[src/rtl/pcie_tl_vc_scheduler_pkg.sv]
// Shared types and constants for the PCIe TL VC scheduler.
// Holds TLP width, FSM state encoding and fmt decoding helper.
package PCIe_PKG;

  localparam int PCIe_TL_TLP_PACKET_SIZE = 224;
  localparam int CRD_W = 8;

  typedef enum logic {
    SERVE_VC0 = 1'b0,
    SERVE_VC1 = 1'b1
  } sched_state_t;

  function automatic logic tlp_has_data(input logic [2:0] fmt);
    return fmt[1];
  endfunction

endpackage

[src/rtl/pcie_tl_vc_scheduler_if.sv]
// FIFO, data-link and credit-return signals of the VC scheduler.
// master is the scheduler side, slave is the surrounding logic.
interface pcie_tl_vc_scheduler_if;
  import PCIe_PKG::*;

  logic                               vc0_empty_i;
  logic                               vc1_empty_i;
  logic [PCIe_TL_TLP_PACKET_SIZE-1:0] vc0_rdata_i;
  logic [PCIe_TL_TLP_PACKET_SIZE-1:0] vc1_rdata_i;
  logic                               vc0_rden_o;
  logic                               vc1_rden_o;
  logic                               tlp_valid_o;
  logic [PCIe_TL_TLP_PACKET_SIZE-1:0] tlp_o;
  logic                               tlp_ready_i;
  logic                               crd_ret_valid_i;
  logic                               crd_ret_vc_i;
  logic [3:0]                         crd_ret_hdr_i;
  logic [3:0]                         crd_ret_data_i;
  logic                               vc0_fc_valid_o;
  logic                               vc1_fc_valid_o;
  logic                               grant_vc_o;

  modport master (
    input  vc0_empty_i, vc1_empty_i,
    input  vc0_rdata_i, vc1_rdata_i,
    input  tlp_ready_i,
    input  crd_ret_valid_i, crd_ret_vc_i,
    input  crd_ret_hdr_i, crd_ret_data_i,
    output vc0_rden_o, vc1_rden_o,
    output tlp_valid_o, tlp_o, grant_vc_o,
    output vc0_fc_valid_o, vc1_fc_valid_o
  );

  modport slave (
    output vc0_empty_i, vc1_empty_i,
    output vc0_rdata_i, vc1_rdata_i,
    output tlp_ready_i,
    output crd_ret_valid_i, crd_ret_vc_i,
    output crd_ret_hdr_i, crd_ret_data_i,
    input  vc0_rden_o, vc1_rden_o,
    input  tlp_valid_o, tlp_o, grant_vc_o,
    input  vc0_fc_valid_o, vc1_fc_valid_o
  );

endinterface

[src/rtl/pcie_tl_vc_scheduler_credit_cnt.sv]
// Per-VC header/data credit counters.
// Consume on grant, add on return, saturate at the initial value.
module pcie_tl_vc_credit_cnt
  import PCIe_PKG::*;
#(
  parameter int INIT_HDR  = 16,
  parameter int INIT_DATA = 16
) (
  input  logic             clk,
  input  logic             rst,
  input  logic             take_hdr,
  input  logic             take_data,
  input  logic             ret_valid,
  input  logic [3:0]       ret_hdr,
  input  logic [3:0]       ret_data,
  output logic [CRD_W-1:0] hdr_crd,
  output logic [CRD_W-1:0] data_crd
);

  localparam logic [CRD_W:0] LIM_H = (CRD_W+1)'(INIT_HDR);
  localparam logic [CRD_W:0] LIM_D = (CRD_W+1)'(INIT_DATA);

  function automatic logic [CRD_W-1:0] next_crd(
    input logic [CRD_W-1:0] cur,
    input logic             take,
    input logic [3:0]       ret,
    input logic [CRD_W:0]   lim
  );
    logic [CRD_W:0] s;
    s = {1'b0, cur} - (CRD_W+1)'(take) + (CRD_W+1)'(ret);
    return (s > lim) ? lim[CRD_W-1:0] : s[CRD_W-1:0];
  endfunction

  logic [3:0] rh;
  logic [3:0] rd;

  assign rh = ret_valid ? ret_hdr  : 4'd0;
  assign rd = ret_valid ? ret_data : 4'd0;

  // credit registers: consume and return folded into one saturating update
  always_ff @(posedge clk) begin
    if (rst) begin
      hdr_crd  <= LIM_H[CRD_W-1:0];
      data_crd <= LIM_D[CRD_W-1:0];
    end else begin
      hdr_crd  <= next_crd(hdr_crd, take_hdr, rh, LIM_H);
      data_crd <= next_crd(data_crd, take_data, rd, LIM_D);
    end
  end

endmodule

[src/rtl/pcie_tl_vc_scheduler.sv]
// Weighted round-robin TLP scheduler across two virtual channels.
// Credit-gated FIFO heads feed a single registered output stage.
module pcie_tl_vc_scheduler
  import PCIe_PKG::*;
#(
  parameter int WEIGHT_VC0    = 3,
  parameter int WEIGHT_VC1    = 1,
  parameter int INIT_HDR_CRD  = 16,
  parameter int INIT_DATA_CRD = 16
) (
  input logic                    clk,
  input logic                    rst,
  pcie_tl_vc_scheduler_if.master bus
);

  localparam logic [3:0] W0 = 4'(WEIGHT_VC0);
  localparam logic [3:0] W1 = 4'(WEIGHT_VC1);

  sched_state_t     state;
  sched_state_t     state_n;
  logic [3:0]       cnt;
  logic [3:0]       cnt_n;
  logic             gnt;
  logic             gnt_vc;
  logic             load;
  logic             has0;
  logic             has1;
  logic             elig0;
  logic             elig1;
  logic [CRD_W-1:0] hdr0;
  logic [CRD_W-1:0] hdr1;
  logic [CRD_W-1:0] dat0;
  logic [CRD_W-1:0] dat1;

  assign has0  = tlp_has_data(bus.vc0_rdata_i[223:221]);
  assign has1  = tlp_has_data(bus.vc1_rdata_i[223:221]);
  assign elig0 = !bus.vc0_empty_i && (hdr0 != '0)
               && (!has0 || (dat0 != '0));
  assign elig1 = !bus.vc1_empty_i && (hdr1 != '0)
               && (!has1 || (dat1 != '0));
  assign load  = !bus.tlp_valid_o || bus.tlp_ready_i;

  // state register
  always_ff @(posedge clk) begin
    if (rst) begin
      state <= SERVE_VC0;
      cnt   <= '0;
    end else begin
      state <= state_n;
      cnt   <= cnt_n;
    end
  end

  // next state: serve current VC up to its weight, else steal a turn
  always_comb begin
    state_n = state;
    cnt_n   = cnt;
    gnt     = 1'b0;
    gnt_vc  = 1'b0;
    if (load && !rst) begin
      unique case (state)
        SERVE_VC0: begin
          if (elig0) begin
            gnt   = 1'b1;
            cnt_n = cnt + 4'd1;
            if (cnt_n >= W0) begin
              state_n = SERVE_VC1;
              cnt_n   = '0;
            end
          end else if (elig1) begin
            gnt     = 1'b1;
            gnt_vc  = 1'b1;
            state_n = SERVE_VC1;
            cnt_n   = 4'd1;
          end
        end
        SERVE_VC1: begin
          if (elig1) begin
            gnt    = 1'b1;
            gnt_vc = 1'b1;
            cnt_n  = cnt + 4'd1;
            if (cnt_n >= W1) begin
              state_n = SERVE_VC0;
              cnt_n   = '0;
            end
          end else if (elig0) begin
            gnt     = 1'b1;
            state_n = SERVE_VC0;
            cnt_n   = 4'd1;
          end
        end
        default: ;
      endcase
    end
  end

  // outputs: pop the granted FIFO in the same cycle
  always_comb begin
    bus.vc0_rden_o = gnt && !gnt_vc;
    bus.vc1_rden_o = gnt && gnt_vc;
  end

  // output stage: load on free slot, hold while stalled
  always_ff @(posedge clk) begin
    if (rst) begin
      bus.tlp_valid_o <= 1'b0;
      bus.tlp_o       <= '0;
      bus.grant_vc_o  <= 1'b0;
    end else if (load) begin
      bus.tlp_valid_o <= gnt;
      if (gnt) begin
        bus.tlp_o      <= gnt_vc ? bus.vc1_rdata_i : bus.vc0_rdata_i;
        bus.grant_vc_o <= gnt_vc;
      end
    end
  end

  assign bus.vc0_fc_valid_o = (hdr0 != '0);
  assign bus.vc1_fc_valid_o = (hdr1 != '0);

  pcie_tl_vc_credit_cnt #(
    .INIT_HDR  (INIT_HDR_CRD),
    .INIT_DATA (INIT_DATA_CRD)
  ) u_crd0 (
    .clk       (clk),
    .rst       (rst),
    .take_hdr  (bus.vc0_rden_o),
    .take_data (bus.vc0_rden_o && has0),
    .ret_valid (bus.crd_ret_valid_i && !bus.crd_ret_vc_i),
    .ret_hdr   (bus.crd_ret_hdr_i),
    .ret_data  (bus.crd_ret_data_i),
    .hdr_crd   (hdr0),
    .data_crd  (dat0)
  );

  pcie_tl_vc_credit_cnt #(
    .INIT_HDR  (INIT_HDR_CRD),
    .INIT_DATA (INIT_DATA_CRD)
  ) u_crd1 (
    .clk       (clk),
    .rst       (rst),
    .take_hdr  (bus.vc1_rden_o),
    .take_data (bus.vc1_rden_o && has1),
    .ret_valid (bus.crd_ret_valid_i && bus.crd_ret_vc_i),
    .ret_hdr   (bus.crd_ret_hdr_i),
    .ret_data  (bus.crd_ret_data_i),
    .hdr_crd   (hdr1),
    .data_crd  (dat1)
  );

endmodule

[src/flat_wrapper.sv]
// flat-port wrapper written by rule: the top's interface ports become plain ports
module pcie_tl_vc_scheduler_flat import PCIe_PKG::*;
#(
  parameter int WEIGHT_VC0    = 3,
  parameter int WEIGHT_VC1    = 1,
  parameter int INIT_HDR_CRD  = 16,
  parameter int INIT_DATA_CRD = 16
)
  (clk, rst, bus_vc0_empty_i, bus_vc1_empty_i, bus_vc0_rdata_i, bus_vc1_rdata_i, bus_tlp_ready_i, bus_crd_ret_valid_i, bus_crd_ret_vc_i, bus_crd_ret_hdr_i, bus_crd_ret_data_i, bus_vc0_rden_o, bus_vc1_rden_o, bus_tlp_valid_o, bus_tlp_o, bus_grant_vc_o, bus_vc0_fc_valid_o, bus_vc1_fc_valid_o);
  pcie_tl_vc_scheduler_if bus_i ();
  input logic clk;
  input logic rst;
  input wire logic [$bits(bus_i.vc0_empty_i)-1:0] bus_vc0_empty_i;
  input wire logic [$bits(bus_i.vc1_empty_i)-1:0] bus_vc1_empty_i;
  input wire logic [$bits(bus_i.vc0_rdata_i)-1:0] bus_vc0_rdata_i;
  input wire logic [$bits(bus_i.vc1_rdata_i)-1:0] bus_vc1_rdata_i;
  input wire logic [$bits(bus_i.tlp_ready_i)-1:0] bus_tlp_ready_i;
  input wire logic [$bits(bus_i.crd_ret_valid_i)-1:0] bus_crd_ret_valid_i;
  input wire logic [$bits(bus_i.crd_ret_vc_i)-1:0] bus_crd_ret_vc_i;
  input wire logic [$bits(bus_i.crd_ret_hdr_i)-1:0] bus_crd_ret_hdr_i;
  input wire logic [$bits(bus_i.crd_ret_data_i)-1:0] bus_crd_ret_data_i;
  output wire logic [$bits(bus_i.vc0_rden_o)-1:0] bus_vc0_rden_o;
  output wire logic [$bits(bus_i.vc1_rden_o)-1:0] bus_vc1_rden_o;
  output wire logic [$bits(bus_i.tlp_valid_o)-1:0] bus_tlp_valid_o;
  output wire logic [$bits(bus_i.tlp_o)-1:0] bus_tlp_o;
  output wire logic [$bits(bus_i.grant_vc_o)-1:0] bus_grant_vc_o;
  output wire logic [$bits(bus_i.vc0_fc_valid_o)-1:0] bus_vc0_fc_valid_o;
  output wire logic [$bits(bus_i.vc1_fc_valid_o)-1:0] bus_vc1_fc_valid_o;
  assign bus_i.vc0_empty_i = bus_vc0_empty_i;
  assign bus_i.vc1_empty_i = bus_vc1_empty_i;
  assign bus_i.vc0_rdata_i = bus_vc0_rdata_i;
  assign bus_i.vc1_rdata_i = bus_vc1_rdata_i;
  assign bus_i.tlp_ready_i = bus_tlp_ready_i;
  assign bus_i.crd_ret_valid_i = bus_crd_ret_valid_i;
  assign bus_i.crd_ret_vc_i = bus_crd_ret_vc_i;
  assign bus_i.crd_ret_hdr_i = bus_crd_ret_hdr_i;
  assign bus_i.crd_ret_data_i = bus_crd_ret_data_i;
  assign bus_vc0_rden_o = bus_i.vc0_rden_o;
  assign bus_vc1_rden_o = bus_i.vc1_rden_o;
  assign bus_tlp_valid_o = bus_i.tlp_valid_o;
  assign bus_tlp_o = bus_i.tlp_o;
  assign bus_grant_vc_o = bus_i.grant_vc_o;
  assign bus_vc0_fc_valid_o = bus_i.vc0_fc_valid_o;
  assign bus_vc1_fc_valid_o = bus_i.vc1_fc_valid_o;
  pcie_tl_vc_scheduler #(.WEIGHT_VC0(WEIGHT_VC0), .WEIGHT_VC1(WEIGHT_VC1), .INIT_HDR_CRD(INIT_HDR_CRD), .INIT_DATA_CRD(INIT_DATA_CRD)) u_core (.clk(clk), .rst(rst), .bus(bus_i));
endmodule
[config.mk]
export PLATFORM = sky130hd
export DESIGN_NAME = pcie_tl_vc_scheduler_flat
export DESIGN_NICKNAME = d
export VERILOG_FILES = /design/src/rtl/pcie_tl_vc_scheduler_pkg.sv /design/src/rtl/pcie_tl_vc_scheduler_if.sv /design/src/rtl/pcie_tl_vc_scheduler_credit_cnt.sv /design/src/rtl/pcie_tl_vc_scheduler.sv /design/src/flat_wrapper.sv
export SDC_FILE = /design/constraint.sdc
export NUM_CORES = 1
export LEC_CHECK = 0
export ABC_CLOCK_PERIOD_IN_PS = 4100
export CORE_AREA = 2 2 267 269
export CTS_CLUSTER_SIZE = 20
export DETAILED_ROUTE_END_ITERATION = 8
export DIE_AREA = 0 0 269 271
export SLEW_MARGIN = 40
export SYNTH_ARGS = -nofsm -noshare
export SYNTH_HDL_FRONTEND = slang
export SYNTH_SLANG_ARGS = --single-unit
[constraint.sdc]
create_clock -name clk -period 4.1 [get_ports clk]
set_clock_uncertainty 0.1 [all_clocks]
set_input_delay 0.82 -clock clk [delete_from_list [all_inputs] [get_ports clk]]
set_output_delay 0.82 -clock clk [all_outputs]
set_load 0.01 [all_outputs]
* Yosys cells after proc, flatten, opt, wreduce, memory -nomap -nowiden
Cells that the tools add are included.
** Word-level totals
- Flip-flop bits (word level) :: 263
- Input port bits :: 463
- Output and inout bits :: 230
** Operators by class
- Add/sub/neg operators :: 9
- Order comparisons :: 6
- Equality and inequality tests :: 2
- Mux-type cells :: 27
- Bitwise logic cells :: 1
- Reduce and logical (&&, ||, !) cells :: 32
** Operators with widths (number)
- 224-bit 2-to-1 mux :: 1
- 4-bit 2-to-1 mux :: 10
- 9-bit by 4-bit adder with 9-bit output :: 4
- 9-bit by 5-bit greater-than comparator with 1-bit output (second input constant) :: 4
- 8-bit by 1-bit subtractor with 9-bit output :: 4
- 8-bit nonzero test :: 4
- 1-bit 2-to-1 mux :: 12
- 1-bit logical AND :: 11
- 1-bit logical NOT :: 8
- 4-bit case mux with 2 select lines :: 1
- 2-bit OR reduction :: 4
- 1-bit case mux with 2 select lines :: 3
- 4-bit by 1-bit adder with 4-bit output (second input constant) :: 1
- 4-bit by 1-bit >= comparator with 1-bit output (second input constant) :: 1
- 4-bit by 2-bit >= comparator with 1-bit output (second input constant) :: 1
- 1-bit logical OR :: 3
- 3-bit by 1-bit inequality test with 1-bit output (second input constant) :: 1
- 3-bit inequality test (second input constant) :: 1
- 3-bit AND reduction :: 1
- 2-bit AND reduction :: 1
- 1-bit inverter :: 1

* Longest topological paths before layout
- Word-level depth :: 14
- Mapped depth :: 20

* Hierarchy
A second synthesis with hierarchy kept.
** Second synthesis, totals
- Cells, all modules :: 1228
- Area, all modules :: 12216.7 um^2
** Modules (own cells, without submodules)
- pcie_tl_vc_scheduler :: times used 1, cells an instance 869, area an instance 9301.4 um^2, sequential area each 4624.4 um^2
- pcie_tl_vc_credit_cnt (u_core.u_crd0) :: times used 1, cells an instance 178, area an instance 1466.4 um^2, sequential area each 320.3 um^2
- pcie_tl_vc_credit_cnt (u_core.u_crd1) :: times used 1, cells an instance 181, area an instance 1448.9 um^2, sequential area each 320.3 um^2

* Worst setup path after synthesis
OpenSTA, ideal clock, no wires.
- Path kind :: input-to-reg
- Start :: input bus_vc1_rdata_i[222]
- End :: register u_core.u_crd0.hdr_crd[3]
- Arrival time :: 4254 ps
- Required time :: 3927 ps
- Setup slack :: -327 ps
- Stages :: 18
- Path buffers :: 3
- Cell sequence :: nor4bb_1 > a41oi_1 > and3_1 > nor3_1 > buf_2 > buf_2 > ha_1 > inv_1 > ha_1 > inv_1 > fa_1 > and2b_2 > o211ai_1 > a31oi_1 > xnor2_1 > or4_1 > buf_2 > nor3_2
** On the way
- Word-level cells in the longest chain between the ends :: 13
- Elaborated cells on any way between the ends :: 17
- Classes of those cells :: add/sub (2); order compare (1); mux (8); reduce/logical (6)
** Ends and longest elaborated chain
- from (decl) :: RTL line flat_wrapper.sv:16 : input wire logic [$bits(bus_i.vc1_rdata_i)-1:0] bus_vc1_rdata_i;
- 1-bit logical NOT (*) :: RTL line pcie_tl_vc_scheduler.sv:40 : && (!has1 || (dat1 != '0));
- 1-bit logical OR (*) :: RTL line pcie_tl_vc_scheduler.sv:40
- 1-bit logical AND (*) :: RTL line pcie_tl_vc_scheduler.sv:40
- 1-bit 2-to-1 mux :: RTL line pcie_tl_vc_scheduler.sv:70, pcie_tl_vc_scheduler.sv:78
- 1-bit 2-to-1 mux :: RTL line pcie_tl_vc_scheduler.sv:63 : if (elig0) begin
- 1-bit case mux with 2 select lines :: RTL line pcie_tl_vc_scheduler.sv:61 : unique case (state)
- 1-bit 2-to-1 mux :: RTL line pcie_tl_vc_scheduler.sv:60 : if (load && !rst) begin
- 1-bit logical NOT :: RTL line pcie_tl_vc_scheduler.sv:99 : bus.vc0_rden_o = gnt && !gnt_vc;
- 1-bit logical AND (*) :: RTL line pcie_tl_vc_scheduler.sv:99
- via bus_vc0_rden_o :: RTL line flat_wrapper.sv:22 : output wire logic [$bits(bus_i.vc0_rden_o)-1:0] bus_vc0_rden_o;
- 8-bit by 1-bit subtractor with 9-bit output (*) :: RTL line pcie_tl_vc_scheduler_credit_cnt.sv:30 : s = {1'b0, cur} - (CRD_W+1)'(take) + (CRD_W+1)'(ret);
- 9-bit by 4-bit adder with 9-bit output (*) :: RTL line pcie_tl_vc_scheduler_credit_cnt.sv:30
- 9-bit by 5-bit greater-than comparator with 1-bit output :: RTL line pcie_tl_vc_scheduler_credit_cnt.sv:31 : return (s > lim) ? lim[CRD_W-1:0] : s[CRD_W-1:0];
- 2-bit OR reduction (no line)
- to (signal assigned) :: RTL line pcie_tl_vc_scheduler_credit_cnt.sv:43 : hdr_crd <= LIM_H[CRD_W-1:0];
- to (signal assigned) :: RTL line pcie_tl_vc_scheduler_credit_cnt.sv:46 : hdr_crd <= next_crd(hdr_crd, take_hdr, rh, LIM_H);
- to (decl) :: RTL line pcie_tl_vc_scheduler_credit_cnt.sv:16 : output logic [CRD_W-1:0] hdr_crd,
Mark *: on every way through the listed nets, which the timed path passes. The rest lies on a longest branch.
A chain may end at the register's enable or synchronous reset.

* Worst setup path in the final report
- Start :: register u_core.u_crd1.hdr_crd[7]
- End :: output bus_vc1_rden_o
** On the way
- Word-level cells in the longest chain between the ends :: 8
- Elaborated cells on any way between the ends :: 12
- Classes of those cells :: mux (8); reduce/logical (4)
** Ends and longest elaborated chain
- from (decl) :: RTL line pcie_tl_vc_scheduler_credit_cnt.sv:16
- from (signal assigned) :: RTL line pcie_tl_vc_scheduler_credit_cnt.sv:43
- from (signal assigned) :: RTL line pcie_tl_vc_scheduler_credit_cnt.sv:46
- 8-bit nonzero test (*) :: RTL line pcie_tl_vc_scheduler.sv:39 : assign elig1 = !bus.vc1_empty_i && (hdr1 != '0)
- 1-bit logical AND (*) :: RTL line pcie_tl_vc_scheduler.sv:39
- 1-bit logical AND (*) :: RTL line pcie_tl_vc_scheduler.sv:40
- 1-bit 2-to-1 mux :: RTL line pcie_tl_vc_scheduler.sv:70, pcie_tl_vc_scheduler.sv:78
- 1-bit 2-to-1 mux :: RTL line pcie_tl_vc_scheduler.sv:63
- 1-bit case mux with 2 select lines :: RTL line pcie_tl_vc_scheduler.sv:61
- 1-bit 2-to-1 mux :: RTL line pcie_tl_vc_scheduler.sv:60
- 1-bit logical AND (*) :: RTL line pcie_tl_vc_scheduler.sv:100 : bus.vc1_rden_o = gnt && gnt_vc;
- to (decl) :: RTL line flat_wrapper.sv:23 : output wire logic [$bits(bus_i.vc1_rden_o)-1:0] bus_vc1_rden_o;
Mark *: on every way between the ends. The rest lies on a longest branch, timed or not.

==> results by group <==
Place
  – GP Congestion: around 0.86
  – Dpl cells: 2768
  – I/O Buffers: 692
  – Post-DP HPWL: 38850 µm

Worst setup path
  – Reg2reg end: u_core.u_crd0.hdr_crd[3]
  – Startpoint Class: flop
  – Worst-path cell with the longest stage delay: clkdlybuf4s50_1
  – Worst path bufs/invs: 5
  – CP dominant cell by count: buf_4
  – Worst Path Max Fanout: 27
  – Worst reg-to-reg path cell count: 18
  – Worst EP required: 3180 ps
  – Worst-path cell chain: inv_2 -> ha_1 -> nor4bb_2 -> nand3_1 -> buf_4 -> and2_1 -> o2111a_4 -> buf_4 -> buf_4 -> clkdlybuf4s50_1
  – Worst Path Arrival: 3010 ps
  – Slowest stage delay, CP: 610 ps
  – R2r startpoint: u_core.u_crd1.hdr_crd[5]
  – Register-to-register setup slack: 180 ps
  – Delay-heaviest family, CP: buffers and inverters
  – Crit path capture type: primary output
  – Crit path kind: reg -> out

Logic synthesis
  – Post-synthesis cell area: 0.01194 mm²
  – Post-synth ARST share: 0%
  – Synthesized flop and latch total: ~260
  – Number of flops mapped to enable cells by yosys: 0
  – Post-Synthesis Cells: 1163
  – Ys flop type: dfxtp_1
  – Largest area contributor in the netlist: dfxtp_1
  – Yosys cell types: 63
  – Top-count cell post-synth: dfxtp_1
  – Yosys warns: 0
  – Register area share after synthesis: 44.10%
  – Top post-synthesis cells by area: dfxtp_1, a22o_1, a21o_1
  – Post-synth top cells: dfxtp_1, a21o_1, a22o_1
  – Post-synth top area share: around 44%
  – Syn Area/Cell: 10.27 µm²

Floorplan
  – Initial Util: 17.11%
  – Die height: 271 µm
  – Core ar.: 0.06979 mm²
  – Row cnt: 97
  – Num ports: 693
  – Full die area: 0.07290 mm²
  – Chip width: between 200 and 300 µm

Power
  – Pwr/cell area: 364.8 mW/mm²
  – Final Power: roughly 7.8 mW
  – Max IR drop VDD: 243.9 µV
  – Leakage: between 10 and 15 nW

Clock network
  – Clock transition at path regs: approximately 50 ps
  – Skew-Pair Late Insertion Delay: 530 ps
  – CTS max path bufs: 3
  – Clock Sink Count: 263
  – Root Driver: clkbuf_16
  – CTS HTree Levels: 2
  – CTS Hold Bufs: 0
  – CTS Buf Count: 35
  – TritonCTS clock tree: done

Timing
  – Max transition margin: 44.18%
  – Fin. Hold Viols: 0
  – Worst slew pin tran: roughly 840 ps
  – Fin. max-slew vios: 0
  – Fmax: 254.7 MHz
  – Fin crit share: between 90% and 100%
  – Final setup viols: 0
  – Tmin final: just under 4000 ps

Cells and area
  – Fin nets: 2399
  – P&R area growth vs syn: 79.23%
  – Final Non-Filler Cells: 2841
  – Layout cells sized above 1: 8.377%

Routing
  – Vias per inst: 4.161
  – Detailed router's first-iteration violation count: 565
  – Drt total wl: 49080 µm
  – DRC viols: 0
  – Routed Antenna Nets: 0
  – Vias: 11820
  – Per-cell routed wire length: roughly 17 µm
  – DRT Pass-1 Iters: 5

Hold path
  – Min-Delay Endpoint: u_core.bus.tlp_o[104]
  – Min-delay src: u_core.bus.tlp_o[104]
  – Hold/Removal Path Class: reg -> reg
  – Hold depth: 1

Global routing
  – Largest net degree at the start of global routing: just under 90
  – Global-route wire length before repair: just under 70000 µm
  – Antenna violations before repair: 7
  – Number of global-route vias before repair: about 12000
  – Total congestion overflow: 0
  – Tot GR Track Use: 12.38%

Job
  – MaxCap Viol Count: 0

Outcome
  – Status: complete, no violations
## worst register-to-register path: cells and delay by family (launching register included)
family | cells | cell delay, ps
fa+ha+maj | 4 | 840
compound gates | 2 | 250
flops | 1 | 320
simple gates | 8 | 2030
buf+inv | 4 | 300
## per-stage QoR
| stage | TNS [ps] | hold slack, ps | setup WS (ps) | utilization (%) | area (µm²) |
|---|---|---|---|---|---|
| finish | 0 | 345.7 | 174.4 | 30.67 | 21400 |
| global placement | -7319 | 331.9 | -497.1 | 28.60 | 19960 |
| global route | -72.18 | 361.9 | -32.12 | 30.66 | 21400 |
| CTS | 0 | 350.7 | 11.33 | 30.43 | 21240 |
| detailed placement | -10920 | 337.6 | -732.2 | 28.65 | 20000 |
| floorplan | 0 | 367.6 | 12.49 | - | 12030 |
## sequential cells by signal (all words and copies together) (netlist names), 4 cells and up
| name | count |
|---|---|
| u_core.u_crd0.data_crd | 8 |
| u_core.u_crd0.hdr_crd | 8 |
| u_core.u_crd1.data_crd | 8 |
| u_core.cnt | 4 |
| u_core.bus.tlp_o | 224 |
| u_core.u_crd1.hdr_crd | 8 |
## cell usage in the layout, fill, tap and decap left out, drive strengths merged, types with 3 or more instances in the layout
master,instances
clkdlybuf4s50,690
dfxtp,263
a21o,226
a22o,223
inv,80
ha,59
buf,50
clkbuf,50
nand2,28
nor2,28
a21oi,23
o21ai,17
conb,12
nor2b,10
nor3,10
xnor2,9
nand2b,8
and2,8
nor4,7
or2,7
clkinv,7
nand3,5
o211ai,5
mux2i,4
and3b,4
a211oi,4
and3,4
fa,4
diode,3
nand4,3
a31oi,3
a211o,3
bufinv,3
nor4b,3
o2111a,3
## cells by family after synthesis
family | count (synthesis) | synth area share, %
flops | 263 | 44.10
mux | 4 | 0.3353
xor+xnor | 10 | 0.7336
fa+ha+maj | 63 | 6.853
simple gates | 135 | 6.183
compound gates | 528 | 35.00
other cells | 1 | 0.03141
buf+inv | 159 | 6.769
## layer usage
metal	wire (µm)	vias to the layer above	GRT usage, %
li1	-	5734	-
met1	18510	5564	13.02
met2	25400	464	23.45
met3	4283	52	3.659
met4	826	8	3.538
met5	58	-	0
## final cells by class
| cell class | instances | area, µm² |
|---|---|---|
| fill | 7121 | 48390 |
| timing repair buffer | 742 | 7361 |
| multi-input combinational | 752 | 6075 |
| sequential | 263 | 5269 |
| tap | 940 | 1176 |
| clock buffer | 50 | 1064 |
| inverter | 79 | 296.5 |
| clock inverter | 12 | 152.6 |
| antenna | 3 | 7.507 |
## repair_timing
action,in CTS,in global routing
setup endpoints to repair,12,22
pin swaps,2,17
resized for setup,4,31
buffers inserted,1,7
## how the worst max path moves through the flow
stage / slack, ps / cells after the start / from / end
2_1_floorplan: 10 / 18 / bus_vc1_rdata_i[222] / u_core.u_crd0.hdr_crd[3]
3_3_place_gp: -500 / 17 / bus_vc1_rdata_i[222] / u_core.u_crd0.hdr_crd[2]
3_5_place_dp: -730 / 17 / bus_vc1_rdata_i[222] / u_core.u_crd0.data_crd[3]
4_1_cts: 10 / 20 / u_core.u_crd0.data_crd[7] / u_core.u_crd1.data_crd[2]
5_1_grt: -30 / 19 / u_core.u_crd0.data_crd[4] / u_core.u_crd1.hdr_crd[2]
6_report: 170 / 10 / u_core.u_crd1.hdr_crd[7] / bus_vc1_rden_o
## power breakdown
part | internal, mW | total (mW) | switching, mW | leakage [nW]
logic | 1.08 | 1.75 | 0.678 | 7.26
clock network | 1.99 | 3.16 | 1.17 | 0.604
registers | 2.77 | 2.89 | 0.121 | 2.17
total | 5.84 | 7.81 | 1.97 | 10.0
Note: power is estimated with default switching activity, not from simulation.
